===== src/rtl/eth_stats_counter_rx_wide.sv =====
// Passive per-frame RX statistics for a multi-byte AXI-Stream bus: byte count, error, runt,
// oversize and saturation, delivered through a one-entry valid/ready holding register.
module eth_stats_counter_rx_wide #(
  parameter int unsigned DATA_BYTES      = 1,
  parameter int unsigned COUNT_WIDTH     = 16,
  parameter int unsigned MIN_FRAME_BYTES = 64,
  parameter int unsigned MAX_FRAME_BYTES = 1518,
  parameter int unsigned DROP_WIDTH      = 32
) (
  input  logic                   clk,
  input  logic                   rst,
  input  logic                   enable,
  input  logic                   axis_rx_tvalid,
  input  logic [DATA_BYTES-1:0]  axis_rx_tkeep,
  input  logic                   axis_rx_tlast,
  input  logic                   axis_rx_tuser,
  output logic                   stat_valid,
  input  logic                   stat_ready,
  output logic [COUNT_WIDTH-1:0] stat_bytes,
  output logic                   stat_good,
  output logic                   stat_runt,
  output logic                   stat_oversize,
  output logic                   stat_saturated,
  output logic [DROP_WIDTH-1:0]  drop_count
);

  localparam int unsigned KeepCntW = $clog2(DATA_BYTES + 1);
  localparam int unsigned SumW     = ((COUNT_WIDTH > KeepCntW) ? COUNT_WIDTH : KeepCntW) + 1;
  localparam logic [SumW-1:0] MaxCount = {{(SumW - COUNT_WIDTH){1'b0}}, {COUNT_WIDTH{1'b1}}};

  typedef enum logic [1:0] {StSync, StIdle, StCount, StSkip} state_e;

  state_e                 state_q, state_d;
  logic [COUNT_WIDTH-1:0] acc_q, acc_d;
  logic                   err_q, err_d;
  logic                   sat_q, sat_d;
  logic                   valid_q, valid_d;
  logic [COUNT_WIDTH-1:0] bytes_q, bytes_d;
  logic                   good_q, good_d;
  logic                   runt_q, runt_d;
  logic                   ovs_q, ovs_d;
  logic                   rsat_q, rsat_d;
  logic [DROP_WIDTH-1:0]  drop_q, drop_d;

  logic [SumW-1:0]        pop, sum;
  logic [COUNT_WIDTH-1:0] acc_nx;
  logic                   sat_nx, err_nx, in_count, beat_in_frame, done;

  always_comb begin
    pop = '0;
    for (int i = 0; i < int'(DATA_BYTES); i++) begin
      pop = pop + SumW'(axis_rx_tkeep[i]);
    end
  end

  // First beat starts from zero; continuing beats build on the running accumulator.
  always_comb begin
    in_count      = (state_q == StCount);
    sum           = (in_count ? SumW'(acc_q) : '0) + pop;
    acc_nx        = (sum > MaxCount) ? {COUNT_WIDTH{1'b1}} : sum[COUNT_WIDTH-1:0];
    sat_nx        = (in_count & sat_q) | (sum >= MaxCount);
    err_nx        = (in_count & err_q) | axis_rx_tuser;
    beat_in_frame = axis_rx_tvalid & (in_count | ((state_q == StIdle) & enable));
    done          = beat_in_frame & axis_rx_tlast;
  end

  always_comb begin
    state_d = state_q;
    acc_d   = acc_q;
    err_d   = err_q;
    sat_d   = sat_q;
    if (beat_in_frame) begin
      acc_d = acc_nx;
      err_d = err_nx;
      sat_d = sat_nx;
    end
    unique case (state_q)
      StSync:  if (!axis_rx_tvalid || axis_rx_tlast) state_d = StIdle;
      StIdle: begin
        if (axis_rx_tvalid && !axis_rx_tlast) state_d = enable ? StCount : StSkip;
      end
      StCount: if (axis_rx_tvalid && axis_rx_tlast) state_d = StIdle;
      StSkip:  if (axis_rx_tvalid && axis_rx_tlast) state_d = StIdle;
      default: state_d = StSync;
    endcase
  end

  always_comb begin
    valid_d = valid_q;
    bytes_d = bytes_q;
    good_d  = good_q;
    runt_d  = runt_q;
    ovs_d   = ovs_q;
    rsat_d  = rsat_q;
    drop_d  = drop_q;
    if (valid_q && stat_ready) valid_d = 1'b0;
    if (done) begin
      if (!valid_q || stat_ready) begin
        valid_d = 1'b1;
        bytes_d = acc_nx;
        good_d  = ~err_nx;
        runt_d  = (32'(acc_nx) < MIN_FRAME_BYTES);
        ovs_d   = (32'(acc_nx) > MAX_FRAME_BYTES);
        rsat_d  = sat_nx;
      end else if (drop_q != {DROP_WIDTH{1'b1}}) begin
        drop_d = drop_q + DROP_WIDTH'(1);
      end
    end
  end

  always_ff @(posedge clk or posedge rst) begin
    if (rst) begin
      state_q <= StSync;
      acc_q   <= '0;
      err_q   <= 1'b0;
      sat_q   <= 1'b0;
      valid_q <= 1'b0;
      bytes_q <= '0;
      good_q  <= 1'b0;
      runt_q  <= 1'b0;
      ovs_q   <= 1'b0;
      rsat_q  <= 1'b0;
      drop_q  <= '0;
    end else begin
      state_q <= state_d;
      acc_q   <= acc_d;
      err_q   <= err_d;
      sat_q   <= sat_d;
      valid_q <= valid_d;
      bytes_q <= bytes_d;
      good_q  <= good_d;
      runt_q  <= runt_d;
      ovs_q   <= ovs_d;
      rsat_q  <= rsat_d;
      drop_q  <= drop_d;
    end
  end

  assign stat_valid     = valid_q;
  assign stat_bytes     = bytes_q;
  assign stat_good      = good_q;
  assign stat_runt      = runt_q;
  assign stat_oversize  = ovs_q;
  assign stat_saturated = rsat_q;
  assign drop_count     = drop_q;

endmodule


===== config.mk =====
export PLATFORM = sky130hd
export DESIGN_NAME = eth_stats_counter_rx_wide
export DESIGN_NICKNAME = d
export VERILOG_FILES = /design/src/rtl/eth_stats_counter_rx_wide.sv
export SDC_FILE = /design/constraint.sdc
export NUM_CORES = 1
export LEC_CHECK = 0
export ABC_CLOCK_PERIOD_IN_PS = 4240
export CAP_MARGIN = 25
export CELL_PAD_IN_SITES_DETAIL_PLACEMENT = 1
export CELL_PAD_IN_SITES_GLOBAL_PLACEMENT = 1
export CORE_MARGIN = 10
export CORE_UTILIZATION = 41
export DETAILED_ROUTE_END_ITERATION = 10
export PLACE_DENSITY_LB_ADDON = 0.15
export REMOVE_ABC_BUFFERS = 1
export SYNTH_ARGS = -nofsm -noshare
export SYNTH_HDL_FRONTEND = slang
export SYNTH_SLANG_ARGS = --single-unit

===== constraint.sdc =====
create_clock -name clk -period 4.24 [get_ports clk]
set_input_delay 0.424 -clock clk [delete_from_list [all_inputs] [get_ports clk]]
set_output_delay 0.424 -clock clk [all_outputs]
set_load 0.01 [all_outputs]

==> results.ini <==
[timing]
post-route-period-util = 0.829
final.setup.tns_ns = 0
hold_viol = 0
fin_crit_ns = 3.52
tightest_slew_ns = 0.684
slew_headroom = 0.544
clock_skew_ns = 0.00758
rsz0062_at_grt = no
whs_ns = 0.464
setup_viol = 0
fmax_ghz = 0.284
drv_slew = 0

[synth]
synth_adder_area_share = 0.00942
synth-xor-area-share = 0.0945
synth_simple_gate_area_share = 0.268
syn_avg_cell_area_um2 = 9.24
synthDistinctLibCells = 62
netlist_instances = 431
ys_seq_area_frac = 0.459
asyncSetResetFlopFracSynth = 1.00
syn_area_um2 = 3980
synth-edff-count = 0
synth_compound_area_frac = 0.128
synth_ff_type = dfrtp_1
synth_top_family_by_area = simple AND/OR/NAND/NOR gates
ys_seq_elements = 73
ys_warn_count = 0
muxShareOfSynthArea = 0.00628

[floorplan]
start_util = 0.425
die-area_um2 = 14100
num_rows = 35
num_io_pins = 61
core_um2 = 9370
fp.dieH_um = 119
dieWidth_um = 119

[setup_path]
r2r-end = stat_runt$_DFFE_PP0P_
crit_type = register to register
r2r_cells = 10
r2r-start = state_q[1]$_DFFE_PP0P_
crit_fanout = 31
cp-start-kind = register
cp_data_required_time_ns = 4.52
ff2ff_setup_slack_ns = 0.72
worstPathArrival_ns = 3.80
critPathCaptureType = register

[clock_tree]
cts-buffers-inserted = 9
cts.htree.levels = 3
cts.path.max_buffers = 2
cts_resized = 0
clkTransAtPathRegs_ns = 0.08
clk_latency_ns = 0.35
cts_tree = yes
root_buffer = clkbuf_8
cts.sinks = 73
postCtsSetupRepairBufs = 0
hold_buffers = 0

[global_routing]
grt_max_degree = 46
grt_pass1_vias = 3702
grt_pass1_wl_um = 19000
grt-ovfl-total = 0
antenna_found_initial = 0
grt_use_total = 0.163

[final_layout]
num-fill-cells = 1099
area_delta_synth_final_pct = 21.9
drive_above_1_share = 0.0802
instances_no_fill = 615
nets = 493
stdcell_area_um2 = 4850
n_antenna_cell = 0

[drt]
drt_iter0_drc = 127
vias = 3417
post_drt_wl_per_cell_um = 18.5
drtAntennaViolNets = 0
via_per_inst = 5.56
drc = 0
dr.pass1.iters = 4
wirelength_um = 11400

[placed_design]
gp_congestion = 0.848
dpl.cell_count = 600
port-buffer-count = 60
dpl-instance-area_um2 = 4680
dp_hpwl_um = 8380

[flow_run]
drv_cap = 0

[hold_path]
worst_hold_path_type = primary input to asynchronous set/reset pin

[power_and_ir_drop]
total_power_mw = 1.43
power_leakage_nw = 2.00
power_density_nw_per_um2 = 294
peakVddDrop_uv = 149

[run_status]
outcome = finished clean

## synthesized netlist by cell type, drive strengths merged, types with 4 or more instances
cell / n / share of area
a21oi: 15 / 0.019
and2: 6 / 0.0094
and3: 6 / 0.0094
buf: 8 / 0.012
clkbuf: 18 / 0.017
dfrtp: 73 / 0.46
inv: 6 / 0.0057
nand2: 61 / 0.057
nand2b: 5 / 0.0079
nand3: 20 / 0.028
nand4: 16 / 0.034
nor2: 35 / 0.034
nor2b: 4 / 0.0063
nor3: 10 / 0.016
nor4: 10 / 0.019
o21ai: 40 / 0.050
xnor2: 31 / 0.068
xor2: 12 / 0.026
## final cells by class
type	instances	area, um2	area share
Multi-Input combinational cell	326	2020	0.416
Sequential cell	73	1830	0.376
Timing Repair Buffer	66	646	0.133
Tap cell	129	161	0.0332
Clock buffer	11	151	0.0312
Clock inverter	4	27.5	0.00567
Inverter	6	22.5	0.00464
## power breakdown
group | total (mW) | internal, mW | switching [mW]
Combinational | 0.159 | 0.0757 | 0.0828
Sequential | 0.750 | 0.728 | 0.0227
Clock | 0.517 | 0.243 | 0.274
## cells in the final DEF (no fill, tap or decap), types with 5 or more instances in the layout
master	Yosys	final
nand2b_1	5	5
nor3_1	7	7
clkdlybuf4s50_1	0	60
nand2_1	61	61
and3_1	6	6
buf_4	1	6
and2_1	6	6
xnor2_1	31	31
xor2_1	12	12
clkbuf_8	0	11
o21ai_0	40	39
nor4_1	9	9
inv_1	6	5
dfrtp_1	73	73
nor2_1	34	34
nand4_1	12	12
nand3_1	18	18
a21oi_1	15	15
## state kept, by name, indices dropped and copies added (netlist names), 2 cells and up
register / count
acc_q: 16
drop_count: 32
stat_bytes: 16
state_q: 2
## worst max-delay path: stages (launching register included)
cell and delay [ns]:
dfrtp_1 0.44, nor2b_2 0.19, buf_4 0.33, and2_1 0.19, ha_1 0.33, nand4_4 0.22
nor3_1 0.52, nand3_1 0.21, o211a_1 0.17, nor4_1 0.55, a41o_1 0.27
## stage by stage
step                setup WS, ns   util
CTS                        0.784  0.518
floorplan                  0.324      -
finish                     0.724  0.518
detailed placement         0.829  0.499
global placement           0.943  0.499
global route               0.582  0.518
## worst max path at each step
stage | slack, ns | from | depth (start not counted) | endpoint
floorplan | 0.32 | state_q[1]$_DFFE_PP0P_ | 10 | stat_oversize$_DFFE_PP0P_
global placement | 0.94 | axis_rx_tkeep | 9 | stat_oversize$_DFFE_PP0P_
detailed placement | 0.83 | axis_rx_tkeep | 9 | stat_oversize$_DFFE_PP0P_
CTS | 0.78 | state_q[1]$_DFFE_PP0P_ | 10 | stat_runt$_DFFE_PP0P_
global route | 0.58 | state_q[1]$_DFFE_PP0P_ | 10 | stat_runt$_DFFE_PP0P_
finish | 0.72 | state_q[1]$_DFFE_PP0P_ | 10 | stat_runt$_DFFE_PP0P_
## per-layer routing
layer  vias up  part of all wire  GRT usage
met4         0             0.018     0.0542
met3        16             0.052     0.0438
li1       1621                 -          -
met5         -                 0          0
met1      1715              0.42      0.188
met2        65              0.51      0.285
## cell families (layout without fill, tap and decap cells)
kind of cell	count (synthesis)	count (layout)
and+or+nand+nor	194	194
DFF	73	73
buffers and inverters	32	87
AOI/OAI and AO/OA	84	84
muxes	2	2
adders and majority gates	3	3
xor gates and xnor gates	43	43
Power figures use the tool's default switching activity.
